`src/rtl/dac_spi_serializer.sv`:
```
// 12-bit sample to 16-bit SPI write-frame serializer for a DAC121S101-class DAC.
// Optional macro DAC_SIGNED_IN_EN: treat sample_data as two's complement (flip bit 11).
module dac_spi_serializer #(
  parameter int unsigned SCLK_DIV     = 2,
  parameter logic [1:0]  MODE         = 2'b00,
  parameter int unsigned QUIET_CYCLES = 4
) (
  input  logic        clk,
  input  logic        rst,
  input  logic [11:0] sample_data,
  input  logic        sample_valid,
  input  logic        overrun_clr,
  output logic        dac_sclk,
  output logic        dac_sync_n,
  output logic        dac_din,
  output logic        busy,
  output logic        overrun
);

  localparam int unsigned DivW = (SCLK_DIV > 1) ? $clog2(SCLK_DIV) : 1;
  localparam int unsigned QW   = (QUIET_CYCLES > 1) ? $clog2(QUIET_CYCLES) : 1;

  typedef enum logic [1:0] {StIdle, StShift, StQuiet} state_e;

  state_e          state_q, state_d;
  logic [DivW-1:0] div_q, div_d;
  logic [3:0]      bit_q, bit_d;
  logic [QW-1:0]   quiet_q, quiet_d;
  logic [15:0]     shift_q, shift_d;
  logic            pend_q, pend_d;
  logic [11:0]     pdata_q, pdata_d;
  logic            sclk_d, sync_d, din_d, ov_d, busy_d;
  logic            consume, drop;
  logic [11:0]     cap_data;

`ifdef DAC_SIGNED_IN_EN
  assign cap_data = {~sample_data[11], sample_data[10:0]};
`else
  assign cap_data = sample_data;
`endif

  always_comb begin
    state_d = state_q;
    div_d   = div_q;
    bit_d   = bit_q;
    quiet_d = quiet_q;
    shift_d = shift_q;
    sclk_d  = dac_sclk;
    sync_d  = dac_sync_n;
    din_d   = dac_din;
    consume = 1'b0;
    unique case (state_q)
      StIdle: begin
        if (pend_q) begin
          consume = 1'b1;
          shift_d = {2'b00, MODE, pdata_q};
          state_d = StShift;
          sync_d  = 1'b0;
          sclk_d  = 1'b1;
          din_d   = shift_d[15];
          div_d   = '0;
          bit_d   = '0;
        end
      end
      StShift: begin
        if (div_q == DivW'(SCLK_DIV - 1)) begin
          div_d  = '0;
          sclk_d = ~dac_sclk;
          // sclk currently low: this wrap is a rising edge, so present the next bit
          if (!dac_sclk) begin
            if (bit_q == 4'd15) begin
              state_d = StQuiet;
              sync_d  = 1'b1;
              sclk_d  = 1'b1;
              din_d   = 1'b0;
              quiet_d = '0;
            end else begin
              bit_d   = bit_q + 4'd1;
              shift_d = shift_q << 1;
              din_d   = shift_d[15];
            end
          end
        end else begin
          div_d = div_q + 1'b1;
        end
      end
      StQuiet: begin
        if (quiet_q == QW'(QUIET_CYCLES - 1)) state_d = StIdle;
        else quiet_d = quiet_q + 1'b1;
      end
      default: state_d = StIdle;
    endcase

    drop    = sample_valid && pend_q && !consume;
    pend_d  = pend_q && !consume;
    pdata_d = pdata_q;
    if (sample_valid && !drop) begin
      pend_d  = 1'b1;
      pdata_d = cap_data;
    end
    // a drop in the same cycle as a clear keeps the flag set
    ov_d   = drop | (overrun & ~overrun_clr);
    busy_d = (state_q != StIdle) || pend_q;
  end

  always_ff @(posedge clk or posedge rst) begin
    if (rst) begin
      state_q    <= StIdle;
      div_q      <= '0;
      bit_q      <= '0;
      quiet_q    <= '0;
      shift_q    <= '0;
      pend_q     <= 1'b0;
      pdata_q    <= '0;
      dac_sclk   <= 1'b1;
      dac_sync_n <= 1'b1;
      dac_din    <= 1'b0;
      overrun    <= 1'b0;
      busy       <= 1'b0;
    end else begin
      state_q    <= state_d;
      div_q      <= div_d;
      bit_q      <= bit_d;
      quiet_q    <= quiet_d;
      shift_q    <= shift_d;
      pend_q     <= pend_d;
      pdata_q    <= pdata_d;
      dac_sclk   <= sclk_d;
      dac_sync_n <= sync_d;
      dac_din    <= din_d;
      overrun    <= ov_d;
      busy       <= busy_d;
    end
  end

endmodule

```
`config.mk`:
```
export PLATFORM = sky130hd
export DESIGN_NAME = dac_spi_serializer
export DESIGN_NICKNAME = d
export VERILOG_FILES = /design/src/rtl/dac_spi_serializer.sv
export SDC_FILE = /design/constraint.sdc
export NUM_CORES = 1
export LEC_CHECK = 0
export BUFFER_PORTS_ARGS = -buffer_cell sky130_fd_sc_hd__buf_4
export CAP_MARGIN = 20
export CORE_MARGIN = 2
export CORE_UTILIZATION = 61
export DETAILED_ROUTE_END_ITERATION = 16
export PLACE_DENSITY = 0.81
export SYNTH_ARGS = -nofsm -noshare
export SYNTH_HDL_FRONTEND = slang
export SYNTH_SLANG_ARGS = --single-unit
export TNS_END_PERCENT = 100
```
`constraint.sdc`:
```
create_clock -name clk -period 4.2 [get_ports clk]
set_input_delay 0.42 -clock clk [delete_from_list [all_inputs] [get_ports clk]]
set_output_delay 0.42 -clock clk [all_outputs]
set_load 0.02 [all_outputs]
```
# --- Word-level counts from Yosys, hierarchy flattened ---
# Index checks and enable logic that the tools add are counted.
classes:
  n_addsub: 3
  n_mul: 0
  n_div: 0
  magnitude_cmp: 0
  n_eq_ne: 11
  shift: 0
  mux: 40
  bitwise: 4
  reduce_logical: 18
op_table:
  columns: ["op", "count"]
  rows:
  - ["$mux W15", 4]
  - ["$pmux W15 S2", 1]
  - ["$reduce_and A5 Y1", 4]
  - ["$mux W2", 9]
  - ["$mux W4", 4]
  - ["$mux W1", 15]
  - ["$ne A2 B2 Y1 const B", 7]
  - ["$pmux W1 S2", 4]
  - ["$pmux W4 S2", 1]
  - ["$pmux W2 S3", 1]
  - ["$reduce_bool A2 Y1", 3]
  - ["$add A4 B1 Y4 const B", 1]
  - ["$eq A2 B2 Y1 const B", 2]
  - ["$eq A4 B4 Y1 const B", 1]
  - ["$logic_and A1 B1 Y1", 4]
  - ["$pmux W2 S2", 1]
  - ["$reduce_and A4 Y1", 1]
  - ["$reduce_and A3 Y1", 1]
  - ["$add A2 B1 Y2 const B", 1]
  - ["$eq A2 B1 Y1 const B", 1]
  - ["$logic_not A1 Y1", 2]
  - ["$logic_not A2 Y1", 1]
  - ["$not A1 Y1", 2]
  - ["$reduce_and A2 Y1", 1]
  - ["other kinds (4)", 4]
totals:
  regBits: 42
  latch_bits: 0
  ramBits: 0
  rom_bits: 0
  out_inout_bits: 5
  wordCells: 88
  memories: 0

# --- Longest topological paths before layout ---
depth:
  depth_word: 7
  ltp_mapped: 6
  depth_no_buf: 4

# --- Least setup slack after synthesis ---
# OpenSTA, ideal clock, no wires.
synth_timing:
  path_kind: "register to register"
  from: "register bit_q[0]"
  to: "register bit_q[0]"
  setup_ns: 0.125
  arrival_ns: 1.368
  required_time_ns: 4.075
  slack_ns: 2.707
  path_stages_with_launch: 6
  path_cell_list: "dfrtp_1 ha_1 and3_1 buf_2 o2bb2ai_1 mux2_2"
synth_between:
  elab_chain_cells: 5
synth_lines:
  columns: ["item", "line", "rtl"]
  rows:
  - ["from (decl)", "27", "logic [3:0] bit_q, bit_d;"]
  - ["from (signal assigned)", "123", "bit_q <= bit_d;"]
  - ["$add A4 B1 Y4", "78", "bit_d = bit_q + 4'd1;"]
  - ["$mux W4", "71", "if (bit_q == 4'd15) begin"]
  - ["$mux W4", "70", "if (!dac_sclk) begin"]
  - ["$mux W4", "66", "if (div_q == DivW'(SCLK_DIV - 1)) begin"]
  - ["$pmux W4 S2", "52", "unique case (state_q)"]
# Several ways; a longest one is shown, not always the timed one. The select of a mux whose other input is x is not followed.
# A chain may end at the register's enable or synchronous reset.

# --- Worst setup path after layout ---
layout_timing:
  from: "register state_q[0]"
  to: "register bit_q[3]"
layout_between:
  elab_chain_cells: 3
layout_lines:
  columns: ["item", "line", "rtl"]
  rows:
  - ["from (decl)", "25", "state_e state_q, state_d;"]
  - ["from (signal assigned)", "108", "state_q <= StIdle;"]
  - ["from (signal assigned)", "121", "state_q <= state_d;"]
  - ["$eq A2 B1 Y1 or $logic_not A2 Y1 (tied branches)", "52", null]
  - ["$ne A2 B2 Y1 (no source line) or $reduce_bool A2 Y1 (tied branches)", null, null]
  - ["$reduce_and A5 Y1 (no source line)", null, null]
# Several ways; a longest one is shown, not always the timed one.

==> run_results.csv <==
group,metric,value,unit
status,status,"finished clean",
floorplanning,num_rows,20,
placed_design,place_congestion,0.7892,
clocking,cts_resized,0,
cells_and_area,diodes,0,
grt,grt_overflow,0,
setup_path,arrival,2440,ps
timing,max_freq,460.5,MHz
logic_synthesis,postSynthAreaPerCell,12.23,um^2
cells_and_area,multi_input_area,805.8,um^2
cells_and_area,syn_to_final_growth,9.335,%
drt,vias_per_cell,5.977,
placed_design,portBuffers,20,
floorplanning,die_area,0.003677,mm^2
setup_path,cp_cell_sequence,"nor2b_1 > o31ai_1 > a22oi_1",
logic_synthesis,yosysTopAreaCell,"dfrtp_1",
floorplanning,die_w,60.64,um
timing,fin_crit_sh,51.71,%
power_and_ir_drop,p_per_area,298.3,mW/mm^2
timing,fin_crit,2172,ps
logic_synthesis,synthTopCellsByArea,"dfrtp_1 51%, mux2_2 8.1%, a2bb2oi_1 4.9%, or3b_2 4.9%, o22ai_1 3.8%",
grt,grt_antenna_before_repair,0,
clocking,htreeDepth,2,
setup_path,crit_path_max_incr_delay,890,ps
clocking,post-cts-setup-buffer-count,0,
grt,grt_pass1_wl,6065,um
timing,fin_skew,17.39,ps
cells_and_area,fin_nets,195,
drt,drc,0,
timing,finalSetupViolations,0,
job,drv_cap,0,
drt,drt_first_iter_violations,89,
setup_path,worst-path-max-fanout,27,
grt,grt_pass1_vias,1314,
cells_and_area,drive_gt1_share,32.77,%
clocking,clock_path_buffers,2,
timing,setup_tns,0,ps
timing,rsz0062_at_grt,"no",
logic_synthesis,yosysWarnings,0,
logic_synthesis,synth_compound_gate_area_share,18.48,%
setup_path,worstPathRequired,4470,ps
drt,postRouteAntennaNets,0,
setup_path,reg2reg_slack,2030,ps
placed_design,placedInstanceArea,0.002095,mm^2
clocking,clock_sinks,42,
floorplanning,chipHeight,60.64,um
drt,wl_per_cell,15.56,um
logic_synthesis,syn_nets,178,
placed_design,dp.cells,214,
floorplanning,core_area,0.003053,mm^2
power_and_ir_drop,power.leakage,0.9985,nW
setup_path,critPathKind,"reg -> reg",
setup_path,critPathSlowestCell,"dfrtp_1",
cells_and_area,stdcell_count,221,
logic_synthesis,synth_fa_ha_area_share,1.279,%
logic_synthesis,synthesis.area,0.001957,mm^2
logic_synthesis,ys_types,38,
cells_and_area,post-route-util,70.08,%
logic_synthesis,ys_seq_area_share,53.84,%
clocking,cts_hold_buffers,0,
grt,grt_max_degree,43,
logic_synthesis,synth_top_area_share,51.15,%
clocking,clockRootBuffer,"clkbuf_4",
cells_and_area,fill_cells,225,
timing,hold_viol_final,0,
placed_design,dp.final_hpwl,2338,um
logic_synthesis,synth-seq-cells,42,
clocking,cts_tree,"done",
setup_path,endpoint_kind,"register",
logic_synthesis,yosys.area_share.simple,13.36,%
grt,grt.total_usage,22.39,%
power_and_ir_drop,ir_drop,0.2454,mV
logic_synthesis,synth_top_family_by_area,"compound AO/OA/AOI/OAI gates",
timing,worstMarginPinSlew,899.1,ps
power_and_ir_drop,total_power,0.6383,mW
drt,routed-via-count,1321,
clocking,clk_latency,350,ps
logic_synthesis,postSynthCellCount,160,
timing,final-max-slew-violation-count,0,
logic_synthesis,synth_xor_area_share,0,%
drt,first_pass_iters,4,
hold_path,hold_class,"in -> async",
cells_and_area,finalInstanceArea,0.002140,mm^2
clocking,cts.clk_slew.worst_paths,120,ps
logic_synthesis,synth_mux_area_share,8.056,%
timing,slew_headroom,39.94,%
floorplanning,ioPinCount,21,
drt,wl,3439,um
setup_path,rr_worst_depth,3,
floorplanning,initial_utilization,64.10,%
clocking,numCtsBuffers,5,
setup_path,critPathLaunchType,"register",
cells_and_area,regArea,0.001054,mm^2
[cells by family (layout without fill, tap and decap cells)]
family                   Yosys count  count (layout)
AO/OA/AOI/OAI                     49              49
flip-flops                        42              42
AND/OR/NAND/NOR                   36              36
buffers and inverters             17              34
multiplexers                      14              14
adder cells (fa/ha/maj)            2               2
[critical path, delay by kind of cell, from the launching register on]
family	cells	cell delay (ps)
AO/OA/AOI/OAI	2	390
flip-flops	1	890
AND/OR/NAND/NOR	1	810
[registers in the layout (all words and copies together) (netlist names), 2 cells and up]
| signal | flops |
|---|---|
| shift_q | 15 |
| quiet_q | 2 |
| bit_q | 4 |
| state_q | 2 |
| pdata_q | 12 |
[synth_stat cells]
cell type,instances
nor2b_1,3
dfrtp_1,40
and4bb_4,1
a221oi_1,1
or2_4,1
nor3_2,1
nand2_1,4
nor3b_1,1
o21ai_0,5
o21ai_1,1
dfstp_2,2
nor3b_4,1
mux2_2,14
nand3b_1,1
inv_1,6
a2bb2oi_2,1
and3_1,1
a22oi_1,2
or3_1,1
a211oi_1,1
buf_4,2
buf_6,3
nand2b_1,2
o22ai_1,12
o2bb2ai_1,1
nor3_1,1
o31ai_1,3
o21bai_1,2
nor2_1,4
a21oi_1,3
clkbuf_1,3
and2b_1,1
a22o_1,6
or3b_2,11
nand3_1,2
buf_2,3
a2bb2oi_1,11
ha_1,2
[cells in the final DEF (no fill, tap or decap), types with 2 or more instances in the layout]
cell	count
o21bai_1	2
clkbuf_1	2
nor2b_1	3
ha_1	2
a22oi_1	2
nand3_1	2
mux2_2	14
nand2_1	4
inv_1	6
or3b_2	11
dfstp_2	2
a2bb2oi_1	11
o21ai_0	5
buf_4	21
o31ai_1	3
nor2_1	4
nand2b_1	2
dfrtp_1	40
o22ai_1	12
a22o_1	6
clkbuf_4	5
a21oi_1	3
[worst paths after layout]
kind                                  start           to
worst min-delay path                    rst        div_q
worst max-delay path             state_q[0]     bit_q[3]
worst max register to register   state_q[0]     bit_q[3]
min in group clk                overrun_clr      overrun
worst min register to register   dac_sync_n   dac_sync_n
max in group asynchronous               rst  shift_q[11]
[area by class of cell]
class	count	share of cell area, %
sequential	42	49.24
multi-input combinational	101	37.66
clock buffer	7	2.105
tap	44	2.573
timing repair buffer	21	7.368
inverter	6	1.053
[stage by stage]
stage	hold WS, ps	setup slack (ps)
after CTS	205.7	2056
final	193.6	2028
after detailed placement	471.5	2099
after global routing	246.4	1879
after global placement	454.5	2212
after floorplan	458.3	2707
[per-layer routing]
layer	global-route usage (%)	part of all wire (%)
met5	0	0
met4	9.317	1.9
met3	5.970	4.1
met2	36.10	50
met1	28.88	44
[where the power goes]
part	switching, mW	leakage (nW)	total (mW)	internal (mW)
Sequential	0.00764	0.532	0.426	0.418
Combinational	0.0140	0.441	0.0339	0.0200
Clock	0.115	0.0254	0.178	0.0632
No activity file was read; power rests on OpenSTA's default activity.
